<file path="config.mk">
export PLATFORM = sky130hd
export DESIGN_NAME = y_fetch_queue
export DESIGN_NICKNAME = d
export VERILOG_FILES = /design/src/rtl/y_cpu_pkg.sv /design/src/rtl/y_sync_fifo.sv /design/src/rtl/y_fetch_queue.sv
export SDC_FILE = /design/constraint.sdc
export NUM_CORES = 1
export LEC_CHECK = 0
export BUFFER_PORTS_ARGS = -buffer_cell sky130_fd_sc_hd__buf_2
export CAP_MARGIN = 20
export CORE_MARGIN = 8
export CORE_UTILIZATION = 25
export CTS_BUF_LIST = sky130_fd_sc_hd__clkbuf_8 sky130_fd_sc_hd__clkbuf_16
export CTS_CLUSTER_SIZE = 8
export DETAILED_ROUTE_END_ITERATION = 10
export PLACE_DENSITY_LB_ADDON = 0.12
export SLEW_MARGIN = 5
export SYNTH_ARGS = -nofsm -noshare
export SYNTH_HDL_FRONTEND = slang
export SYNTH_SLANG_ARGS = --single-unit
export TNS_END_PERCENT = 1
</file>
<file path="constraint.sdc">
create_clock -name clk -period 2.4 [get_ports clk]
set_input_delay 0.24 -clock clk [delete_from_list [all_inputs] [get_ports clk]]
set_output_delay 0.24 -clock clk [all_outputs]
set_load 0.01 [all_outputs]
</file>
<file path="src/rtl/y_cpu_pkg.sv">
// Shared definitions for the y-series CPU front end: instruction size, fetch-state encoding
// and an alignment helper.
package y_cpu_pkg;

    localparam int unsigned INSN_BYTES = 4;

    typedef enum logic [1:0] {
        IDLE  = 2'd0,
        RUN   = 2'd1,
        FAULT = 2'd2
    } fetch_state_e;

    function automatic logic is_word_aligned(input logic [1:0] addr_lsb);
        return addr_lsb == 2'b00;
    endfunction

endpackage

</file>
<file path="src/rtl/y_sync_fifo.sv">
// Synchronous FIFO with push, pop and clear; the head entry is read combinationally.
// Clear wins over push/pop. The caller must not push when full or pop when empty.
module y_sync_fifo #(
    parameter int unsigned WIDTH = 8,
    parameter int unsigned DEPTH = 4
) (
    input  logic                       clk,
    input  logic                       rst_n,
    input  logic                       clear_i,
    input  logic                       push_i,
    input  logic [WIDTH-1:0]           wdata_i,
    input  logic                       pop_i,
    output logic [WIDTH-1:0]           rdata_o,
    output logic [$clog2(DEPTH+1)-1:0] count_o
);

    localparam int unsigned PW = $clog2(DEPTH);
    localparam int unsigned CW = $clog2(DEPTH + 1);

    logic [WIDTH-1:0] mem_q [DEPTH];
    logic [PW-1:0]    wptr_q, rptr_q;
    logic [CW-1:0]    count_q;

    // Storage is reset so the head reads as zero until the first word lands.
    always_ff @(posedge clk or negedge rst_n) begin
        if (!rst_n) begin
            for (int i = 0; i < int'(DEPTH); i++) begin
                mem_q[i] <= '0;
            end
        end else if (push_i && !clear_i) begin
            mem_q[wptr_q] <= wdata_i;
        end
    end

    always_ff @(posedge clk or negedge rst_n) begin
        if (!rst_n) begin
            wptr_q  <= '0;
            rptr_q  <= '0;
            count_q <= '0;
        end else if (clear_i) begin
            wptr_q  <= '0;
            rptr_q  <= '0;
            count_q <= '0;
        end else begin
            if (push_i) begin
                wptr_q <= wptr_q + PW'(1);
            end
            if (pop_i) begin
                rptr_q <= rptr_q + PW'(1);
            end
            if (push_i && !pop_i) begin
                count_q <= count_q + CW'(1);
            end else if (pop_i && !push_i) begin
                count_q <= count_q - CW'(1);
            end
        end
    end

    assign rdata_o = mem_q[rptr_q];
    assign count_o = count_q;

endmodule

</file>
<file path="src/rtl/y_fetch_queue.sv">
// Buffered instruction-fetch front end: owns the fetch PC, requests words from instruction
// memory and queues {ins, pc, pc+4} for decode. Define FETCH_ALIGN_CHECK_EN to trap misaligned
// entry/redirect targets in a FAULT state.
module y_fetch_queue
    import y_cpu_pkg::*;
#(
    parameter int unsigned    AW            = 32,
    parameter int unsigned    DW            = 32,
    parameter int unsigned    DEPTH         = 4,
    parameter logic [AW-1:0]  ENTRY_DEFAULT = AW'(128)
) (
    input  logic                       clk,
    input  logic                       rst_n,
    input  logic                       load_entry,
    input  logic [AW-1:0]              entry_point,
    input  logic                       redirect_valid,
    input  logic [AW-1:0]              redirect_pc,
    output logic                       imem_req,
    output logic [AW-1:0]              imem_addr,
    input  logic                       imem_ack,
    input  logic [DW-1:0]              imem_rdata,
    output logic                       out_valid,
    input  logic                       out_ready,
    output logic [DW-1:0]              out_ins,
    output logic [AW-1:0]              out_pc,
    output logic [AW-1:0]              out_pcp4,
    output logic [$clog2(DEPTH+1)-1:0] count,
    output logic                       fault
);

    typedef struct packed {
        logic [DW-1:0] ins;
        logic [AW-1:0] pc;
    } fetch_entry_t;

    localparam int unsigned   CW     = $clog2(DEPTH + 1);
    localparam int unsigned   EW     = $bits(fetch_entry_t);
    localparam logic [AW-1:0] Step   = AW'(INSN_BYTES);
    localparam logic [1:0]    StIdle = IDLE;
    localparam logic [1:0]    StRun  = RUN;
`ifdef FETCH_ALIGN_CHECK_EN
    localparam logic [1:0]    StFault = FAULT;
`endif

    logic [AW-1:0]   pc_q, pc_d;
    logic [1:0]      state_q, state_d;
    logic            redirect_take, flush, push, pop;
    fetch_entry_t    wr_entry, rd_entry;
    logic [EW+AW-1:0] fifo_wdata, fifo_rdata;

`ifdef FETCH_ALIGN_CHECK_EN
    assign redirect_take = redirect_valid && (state_q != StFault);
    assign fault         = (state_q == StFault);
`else
    assign redirect_take = redirect_valid;
    assign fault         = 1'b0;
`endif

    assign flush     = load_entry || redirect_take;
    assign imem_req  = (state_q == StRun) && (count < CW'(DEPTH)) && !load_entry && !redirect_valid;
    assign imem_addr = pc_q;
    assign push      = imem_req && imem_ack;
    assign pop       = out_valid && out_ready && !flush;

    always_comb begin
        pc_d    = pc_q;
        state_d = state_q;
        if (load_entry) begin
            pc_d    = entry_point;
            state_d = StRun;
`ifdef FETCH_ALIGN_CHECK_EN
            if (!is_word_aligned(entry_point[1:0])) begin
                state_d = StFault;
            end
`endif
        end else if (redirect_take) begin
            pc_d = redirect_pc;
`ifdef FETCH_ALIGN_CHECK_EN
            if ((state_q == StRun) && !is_word_aligned(redirect_pc[1:0])) begin
                state_d = StFault;
            end
`endif
        end else if (push) begin
            pc_d = pc_q + Step;
        end
    end

    always_ff @(posedge clk or negedge rst_n) begin
        if (!rst_n) begin
            pc_q    <= ENTRY_DEFAULT;
            state_q <= StIdle;
        end else begin
            pc_q    <= pc_d;
            state_q <= state_d;
        end
    end

    // pc+4 travels with the entry so the head needs no adder and reads zero out of reset.
    assign wr_entry   = '{ins: imem_rdata, pc: pc_q};
    assign fifo_wdata = {pc_q + Step, wr_entry};

    y_sync_fifo #(
        .WIDTH (EW + AW),
        .DEPTH (DEPTH)
    ) u_fifo (
        .clk     (clk),
        .rst_n   (rst_n),
        .clear_i (flush),
        .push_i  (push),
        .wdata_i (fifo_wdata),
        .pop_i   (pop),
        .rdata_o (fifo_rdata),
        .count_o (count)
    );

    assign rd_entry  = fifo_rdata[EW-1:0];
    assign out_valid = (count != '0);
    assign out_ins   = rd_entry.ins;
    assign out_pc    = rd_entry.pc;
    assign out_pcp4  = fifo_rdata[EW+AW-1:EW];

endmodule

</file>
==> results of run 1 <==
worst reg2reg max path, stage by stage (launching register included):
cell and delay (ns):
dfrtp_1 0.57, nand4_2 0.22, or4_4 0.59, nor4_2 0.21, xnor2_1 0.32, o21ai_1 0.14
per-stage QoR:
step | instances | setup TNS, ns | instance area (um^2) | worst slack [ns] | util
floorplan | 1448 | 0 | 19100 | 0.314 | -
global placement | 2593 | 0 | 21700 | 0.225 | 0.286
detailed placement | 2593 | 0 | 21700 | 0.196 | 0.286
CTS | 2755 | -5.14 | 24600 | -0.111 | 0.324
global route | 2754 | -5.45 | 24600 | -0.115 | 0.324
finish | 2756 | -0.0680 | 24600 | -0.0212 | 0.324
power breakdown:
part | internal (W) | switching (W) | total (W)
Sequential | 0.00800 | 0.000541 | 0.00854
Clock | 0.00447 | 0.00302 | 0.00749
Combinational | 0.00212 | 0.00190 | 0.00402
Total | 0.0146 | 0.00546 | 0.0200
sequential cells by signal, indices dropped and copies added (netlist names):
| signal | flops |
|---|---|
| u_fifo.rptr_q | 2 |
| state_q | 1 |
| u_fifo.wptr_q | 2 |
| u_fifo.mem_q | 376 |
| u_fifo.count_o | 3 |
| imem_addr | 32 |
area by class of cell:
class | instances | area, um^2 | share of cell area
clock buffers | 60 | 1500 | 0.0611
clock inverters | 11 | 87.6 | 0.00356
diodes | 3 | 7.51 | 0.000305
well taps | 978 | 1220 | 0.0498
inverters | 9 | 33.8 | 0.00137
flip-flops and latches | 416 | 10400 | 0.424
multi-input cells | 870 | 7900 | 0.321
repair buffers | 409 | 3410 | 0.139
logic make-up after synthesis:
family / Yosys count / synth area share
flip-flops: 416 / 0.545
multiplexers: 345 / 0.259
buffers and inverters: 162 / 0.0437
other: 1 / 0.000196
AND/OR/NAND/NOR: 263 / 0.0659
XOR/XNOR: 53 / 0.0243
adder cells (fa/ha/maj): 6 / 0.00433
AO/OA/AOI/OAI: 202 / 0.0573
worst paths after layout:
path,end,cells past startpoint,from
hold reg to reg,u_fifo.mem_q[371]$_DFFE_PN0P_,2,u_fifo.mem_q[371]$_DFFE_PN0P_
hold / removal,imem_addr[2]$_DFFE_PN0P_,3,redirect_pc[2]
setup / recovery,out_pc[15],4,u_fifo.rptr_q[0]$_DFFE_PN0P_
max in group asynchronous,u_fifo.mem_q[308]$_DFFE_PN0P_,3,rst_n
setup reg to reg,u_fifo.mem_q[379]$_DFFE_PN0P_,5,imem_addr[21]$_DFFE_PN0P_
min in group asynchronous,u_fifo.mem_q[351]$_DFFE_PN0P_,2,rst_n
placed cells by master (no fill, tap or decap), types with 18 or more instances in the layout:
cell type / netlist / routed
clkbuf_16: 0 / 60
a21oi_1: 26 / 26
o21ai_0: 119 / 119
nand2_1: 162 / 162
xor2_1: 29 / 29
o21ai_1: 22 / 22
dlygate4sd3_1: 0 / 82
buf_6: 1 / 51
buf_12: 0 / 25
mux4_2: 94 / 94
buf_2: 57 / 182
nor2_1: 18 / 18
dfrtp_1: 415 / 413
buf_4: 39 / 64
mux2_2: 244 / 244
xnor2_1: 24 / 24
routing by layer:
metal / vias up / wire length [um] / track usage
li1: 5803 / - / -
met1: 6704 / 29300 / 0.200
met2: 271 / 28800 / 0.230
met3: 72 / 3660 / 0.0381
met4: 0 / 1180 / 0.0349
met5: - / 0 / 0
repair_timing:
| action | CTS | global route |
|---|---|---|
| setup endpoints to repair | 93 | 97 |
| buffers inserted | 6 | 0 |
| hold endpoints to repair | 298 | 0 |
| gates resized for setup | 58 | 8 |
| cloned | 3 | 0 |
| hold buffers | 82 | 0 |
==> results.yml, run 1 <==
worst_setup_path:
  path_max_fanout: 13
  critical_path.top_delay_family: "multiplexers"
  cp.arrival_ns: 2.18
  required_ns: 2.16
  cpPeakStageDelay_ns: 0.62
  path_buf_inv: 3
  cp_slowest_cell: "mux4_2"
  ff2ff_setup_slack_ns: 0.20
  cp-end-kind: "primary output"
  crit_type: "reg -> out"
  cp-start-kind: "register"
  crit_chain: "buf_12 > buf_16 > mux4_2 > buf_6"
grt:
  overflow: 0
  antenna_found_initial: 9
  grtUsageTotal: 0.146
  grt_pass1_vias: 13935
  grt_pass1_wl_um: 94400
  grt_start_max_net_pins: 78
clocking:
  clkTransAtPathRegs_ns: 0.05
  cts.path.max_buffers: 3
  cts_buffers: 59
  cts.sinks: 416
  htreeDepth: 2
  clock_latency_ns: 0.60
  cts_root_buf: "clkbuf_16"
  cts_tree: "built"
detailed_routing:
  wirelength_um: 62900
  drc: 0
  vias: 12850
  drtIter0Drc: 524
  first_pass_iters: 4
  wl_per_cell_um: 22.8
  antenna_left: 0
  via_per_inst: 4.66
flow_run:
  max_cap_violations: 0
sta:
  max_slew_margin: 0.515
  fin_crit_sh: 1.01
  drv_slew: 0
  period_needed_ns: 2.42
  setup_viol: 10
  fin_ws_ns: -0.0212
  timing.hold.ws_ns: 0.0333
  tightest_slew_ns: 0.726
  rsz0062_at_grt: "true"
  hold_violations: 0
  skew_ns: 0.0241
  fmax_ghz: 0.413
final_layout:
  layout-drive-gt1-share: 0.424
  nNetsFinal: 1873
  area_growth_pct: 28.8
  nFillCells: 7669
die:
  core_um2: 75800
  die_h_um: 292
  die_area_um2: 85500
  num_io_pins: 236
  initial_core_util: 0.252
  die_w_um: 292
  rows: 101
synthesis:
  synth-warning-count: 0
  async_reset_ff_frac: 1.00
  ys_top_cells_by_count: "415 x dfrtp_1, 244 x mux2_2, 162 x nand2_1"
  synth_edf_count: 0
  syn_inst: 1448
  yosysSeqAreaShare: 0.545
  synth_top_area_frac: 0.544
  synth_cell_type_count: 58
  syn-num-nets: 1556
  synth.most_common_cell: "dfrtp_1"
  ys_top_cells_by_area: "dfrtp_1 54%, mux2_2 14%, mux4_2 11%, nand2_1 3.2%, o21ai_0 3.1%"
  avgSynthCellArea_um2: 13.2
  yosys_register_bits: 416
  syn_area_um2: 19100
  yosys.area.top_type: "dfrtp_1"
  synth_ff_type: "dfrtp_1"
placed_design:
  numPortBuffers: 234
  gp_congestion: 0.767
  dp_hpwl_um: 42400
worst_hold_path:
  hold_path.class: "in -> reg"
run_status:
  outcome: "finished with violations"
  violations: "setup timing"
power_and_ir_drop:
  cellPowerDensity_nw_per_um2: 815
  leakagePower_nw: 11.0
  ir_drop_v: 0.000595
  power.total_w: 0.0200
Note: power is estimated with default switching activity, not from simulation.
==> run 2, diff against run 1 <==
Settings changed: RECOVER_POWER set to 50.
==> run 2 against run 1 <==
Against the previous run:
- the run still ends with setup timing left
- sequential cell count unchanged
- cell count unchanged
- critical path type unchanged
- combinational power about the same
- worst setup slack about the same
==> results.yml, run 2 (synthesis results as in run 1) <==
run_status:
  outcome: "finished with violations"
  violations: "setup timing"
detailed_routing:
  wl_per_cell_um: 22.8
  first_pass_iters: 5
  vias: 12880
  wirelength_um: 62900
  antenna_left: 0
  drtIter0Drc: 551
  via_per_inst: 4.67
  drc: 0
die:
  die_w_um: 292
  die_h_um: 292
  core_um2: 75800
  initial_core_util: 0.252
  rows: 101
  num_io_pins: 236
  die_area_um2: 85500
power_and_ir_drop:
  power.total_w: 0.0200
  ir_drop_v: 0.000596
  leakagePower_nw: 10.9
  cellPowerDensity_nw_per_um2: 818
flow_run:
  max_cap_violations: 0
worst_setup_path:
  crit_chain: "buf_12 > buf_16 > mux4_2 > buf_6"
  worst-r2r-cell-count: 6
  ff2ff_setup_slack_ns: 0.08
  path_max_fanout: 14
  crit_type: "reg -> out"
  cp.arrival_ns: 2.18
  cp_slowest_cell: "mux4_2"
  cp-end-kind: "primary output"
  cp-start-kind: "register"
  cpPeakStageDelay_ns: 0.61
  required_ns: 2.16
placed_design:
  dp_slack_ns: 0.196
  dp_hpwl_um: 42400
  gp_congestion: 0.767
  numPortBuffers: 234
final_layout:
  post-route-util: 0.323
  largest_register_ffs: 376
  nFillCells: 7688
  nNetsFinal: 1873
  regMostFlops: "u_fifo.mem_q"
  area_growth_pct: 28.3
  layout-drive-gt1-share: 0.416
  final_cell_mix: "413 x dfrtp_1, 244 x mux2_2, 176 x buf_2"
  layout_commonest_cell: "dfrtp_1"
worst_hold_path:
  hold_path.class: "in -> reg"
  hold_depth: 3
grt:
  grtUsageTotal: 0.146
  grt_pass1_vias: 13935
  overflow: 0
  grt_start_max_net_pins: 78
  grt_pass1_wl_um: 94400
  antenna_found_initial: 9
sta:
  fin_ws_ns: -0.0214
  period_needed_ns: 2.42
  rsz0062_at_grt: "true"
  tns_ns: -0.0726
  skew_ns: 0.0249
  max_slew_margin: 0.0593
  tightest_slew_ns: 1.41
  hold_violations: 0
  fin_crit_sh: 1.01
  fmax_ghz: 0.413
  drv_slew: 0
  setup_viol: 10
clocking:
  cts_tree: "built"
  cts.path.max_buffers: 3
  cts_buffers: 59
  cts_root_buf: "clkbuf_16"
  clock_latency_ns: 0.60
  cts.sinks: 416
  htreeDepth: 2
  clkTransAtPathRegs_ns: 0.06
[run 2: repair_timing]
| action | CTS | global route |
|---|---|---|
| buffers inserted | 6 | 0 |
| gates cloned | 3 | 0 |
| gates resized for setup | 58 | 8 |
| endpoints found under the hold margin | 298 | 0 |
| hold buffers | 82 | 0 |
| endpoints found under the setup margin | 93 | 97 |
[run 2: per-stage QoR]
stage / area (um^2) / hold slack [ns] / std cells
finish: 24500 / 0.0345 / 2756
global route: 24500 / 0.0182 / 2754
CTS: 24600 / 0.00658 / 2755
detailed placement: 21700 / 0.212 / 2593
global placement: 21700 / 0.203 / 2593
floorplan: 19100 / -0.0556 / 1448
[run 2: power breakdown]
| part | internal (W) | switching [W] | leakage (nW) |
|---|---|---|---|
| clock network | 0.00447 | 0.00302 | 0.805 |
| logic | 0.00210 | 0.00190 | 4.67 |
| registers | 0.00800 | 0.000543 | 5.45 |
| total | 0.0146 | 0.00546 | 10.9 |
[run 2: metal layers]
metal,track usage,share of wire,vias up
met5,0,0,-
met4,0.0349,0.019,0
met3,0.0381,0.059,75
met2,0.230,0.46,298
met1,0.200,0.46,6702
li1,-,-,5805
[run 2: area by class of cell]
cell class | instances | area [um^2] | share of cell area
antenna | 3 | 7.51 | 0.000307
clock buffer | 60 | 1500 | 0.0613
clock inverter | 11 | 87.6 | 0.00358
inverter | 9 | 33.8 | 0.00138
multi-input combinational | 870 | 7890 | 0.322
sequential | 416 | 10400 | 0.426
tap | 978 | 1220 | 0.0500
timing repair buffer | 409 | 3320 | 0.136
[run 2: worst paths after layout]
kind,start,end
max,u_fifo.rptr_q[0]$_DFFE_PN0P_,out_pcp4[7]
min,redirect_pc[2],imem_addr[2]$_DFFE_PN0P_
max reg2reg,u_fifo.count_o[2]$_DFFE_PN0P_,u_fifo.mem_q[2]$_DFFE_PN0P_
min reg2reg,u_fifo.mem_q[371]$_DFFE_PN0P_,u_fifo.mem_q[371]$_DFFE_PN0P_
max in group asynchronous,rst_n,u_fifo.mem_q[308]$_DFFE_PN0P_
min in group asynchronous,rst_n,u_fifo.mem_q[351]$_DFFE_PN0P_
[run 2: critical path, delay by kind of cell (launching register included)]
| kind | cells | cell delay [ns] |
|---|---|---|
| multiplexers | 1 | 0.61 |
| flip-flops | 1 | 0.41 |
| buffers and inverters | 3 | 0.53 |
==> run 3, diff against run 2 <==
Settings changed: CORE_UTILIZATION 25 to 45, SETUP_SLACK_MARGIN set to 0.2.
==> run 3 against run 2 <==
Against the previous run:
- sequential cell count stayed put
- core utilization rose by 25 points
- sequential share of layout area grew 0.92 points
- sequential power barely moved
- routed wire length is 15% lower
- total power decreased by 1.5%
- fmax is 1.2% higher
- the flow finishes with violations (capacitance limit, slew limit)
- worst hold slack barely moved
- first-iteration DRC count rose by 41%
- global-route usage rose by 7.0 points
- combinational power is essentially flat
- clock-buffer cell count is 1 lower
==> results.yml, run 3 (synthesis results as in run 1) <==
run_status:
  outcome: "finished with violations"
  violations: "capacitance limit, slew limit"
sta:
  timing.hold.ws_ns: 0.0341
  max_slew_margin: -0.0787
  rsz0062_at_grt: "true"
  tns_ns: 0
  fin_crit_sh: 0.997
  hold_violations: 0
  setup_viol: 0
  skew_ns: 0.0195
  fin_ws_ns: 0.00644
  fmax_ghz: 0.418
  period_needed_ns: 2.39
  tightest_slew_ns: 1.62
  drv_slew: 56
worst_hold_path:
  hold_path.class: "in -> reg"
  hold_depth: 3
  worstHoldStart: "redirect_pc[31]"
final_layout:
  area_growth_pct: 25.6
  layout_commonest_cell: "dfrtp_1"
  final_cell_mix: "413 x dfrtp_1, 244 x mux2_2, 162 x nand2_1"
  nFillCells: 3484
  layout-drive-gt1-share: 0.407
  fin_area_um2: 24000
  largest_register_ffs: 376
  regMostFlops: "u_fifo.mem_q"
  nNetsFinal: 1864
power_and_ir_drop:
  intPower_w: 0.0145
  power.switching_w: 0.00525
  power.share.clock: 0.363
  pwr-share-comb: 0.204
  seqPwrFrac: 0.433
  leakagePower_nw: 10.9
  sw_frac_of_total: 0.267
  ir_drop_v: 0.000557
  cellPowerDensity_nw_per_um2: 823
die:
  die_area_um2: 49300
  rows: 75
  core_um2: 41900
  die_w_um: 222
  initial_core_util: 0.455
  die_h_um: 222
  num_io_pins: 236
worst_setup_path:
  cpPeakStageDelay_ns: 0.60
  crit_chain: "buf_12 > buf_4 > mux4_2 > buf_2"
  cp.arrival_ns: 2.15
  r2r_start: "imem_addr[20]$_DFFE_PN0P_"
  cp_slowest_cell: "mux4_2"
  path_max_fanout: 6
  worst-r2r-cell-count: 5
  cp-end-kind: "primary output"
  cp-startpoint: "u_fifo.rptr_q[0]$_DFFE_PN0P_"
  required_ns: 2.16
  cp-start-kind: "register"
  crit_type: "reg -> out"
detailed_routing:
  antenna_left: 0
  drc: 0
  first_pass_iters: 5
  wl_per_cell_um: 23.2
  wirelength_um: 53600
  vias: 12760
  via_per_inst: 5.51
  drtIter0Drc: 777
placed_design:
  dp_slack_ns: 0.259
  gp_congestion: 0.841
  placed_area_um2: 20900
  dp_hpwl_um: 34600
  numPortBuffers: 234
grt:
  grtUsageTotal: 0.216
  overflow: 0
  antenna_found_initial: 10
  grt_pass1_vias: 13780
  grt_pass1_wl_um: 83500
  grt_start_max_net_pins: 80
clocking:
  cts_buffers: 57
  clock_latency_ns: 0.59
  cts.sinks: 416
  cts.path.max_buffers: 3
  cts_root_buf: "clkbuf_16"
  htreeDepth: 2
  cts_tree: "built"
  clkTransAtPathRegs_ns: 0.05
flow_run:
  max_cap_violations: 1
run 3: cell types whose count changed in the layout (fill, tap and decap cells not counted), sizes merged:
cell / previous run / this run
buf: 309 / 284
dlygate4sd3: 82 / 85
bufinv: 1 / 0
diode: 3 / 4
clkbuf: 78 / 92
clkinv: 4 / 1
inv: 15 / 24
run 3: what timing repair did:
| action | CTS | global route |
|---|---|---|
| gates resized for setup | 85 | 23 |
| hold buffers | 85 | 0 |
| buffers inserted | 7 | 0 |
| endpoints found under the setup margin | 96 | 130 |
| pin swaps | 0 | 1 |
| endpoints found under the hold margin | 210 | 0 |
| cloned | 3 | 3 |
run 3: layer usage:
layer  track usage  vias to the layer above  wire length (um)
li1              -                     5772                 -
met1         0.287                     6547             23500
met2         0.348                      325             25400
met3        0.0577                      104              3310
met4        0.0584                       12              1270
met5             0                        -                81
run 3: worst paths after layout:
| path | endpoint | slack (ns) |
|---|---|---|
| hold reg to reg | u_fifo.mem_q[182]$_DFFE_PN0P_ | 0.47 |
| setup reg to reg | u_fifo.mem_q[283]$_DFFE_PN0P_ | 0.15 |
| max in group asynchronous | u_fifo.rptr_q[1]$_DFFE_PN0P_ | 0.43 |
| hold / removal | imem_addr[31]$_DFFE_PN0P_ | 0.03 |
| min in group asynchronous | u_fifo.mem_q[159]$_DFFE_PN0P_ | 0.61 |
| setup / recovery | out_pcp4[31] | 0.006 |
run 3: cell type report:
cell class              count  area [um^2]  area share
repair buffers            402         3370       0.141
clock inverters            16         65.1     0.00271
clock buffers              59         1480      0.0616
flip-flops and latches    416        10400       0.435
multi-input cells         870         7920       0.330
diodes                      4         10.0    0.000418
well taps                 539          674      0.0281
inverters                   9         33.8     0.00141
run 3: power groups by stage:
| stage | combinational [W] | clock (W) | sequential (W) |
|---|---|---|---|
| finish | 0.00402 | 0.00715 | 0.00854 |
| global route | 0.00435 | 0.00762 | 0.00866 |
| CTS | 0.00406 | 0.00732 | 0.00853 |
| detailed placement | 0.00347 | 0 | 0.00864 |
| global placement | 0.00341 | 0 | 0.00859 |
| floorplan | 0.00221 | 0 | 0.00842 |
run 3: stage by stage:
| step | total power [W] | utilization | cells |
|---|---|---|---|
| after global routing | 0.0206 | 0.571 | 2313 |
| after global placement | 0.0120 | 0.498 | 2138 |
| after floorplan | 0.0106 | - | 1448 |
| final | 0.0197 | 0.571 | 2315 |
| after detailed placement | 0.0121 | 0.498 | 2138 |
| after CTS | 0.0199 | 0.570 | 2308 |
run 3: critical path, delay by kind of cell, from the launching register on:
| kind | cells | cell delay (ns) |
|---|---|---|
| multiplexers | 1 | 0.60 |
| flip-flops | 1 | 0.43 |
| buffers and inverters | 3 | 0.52 |
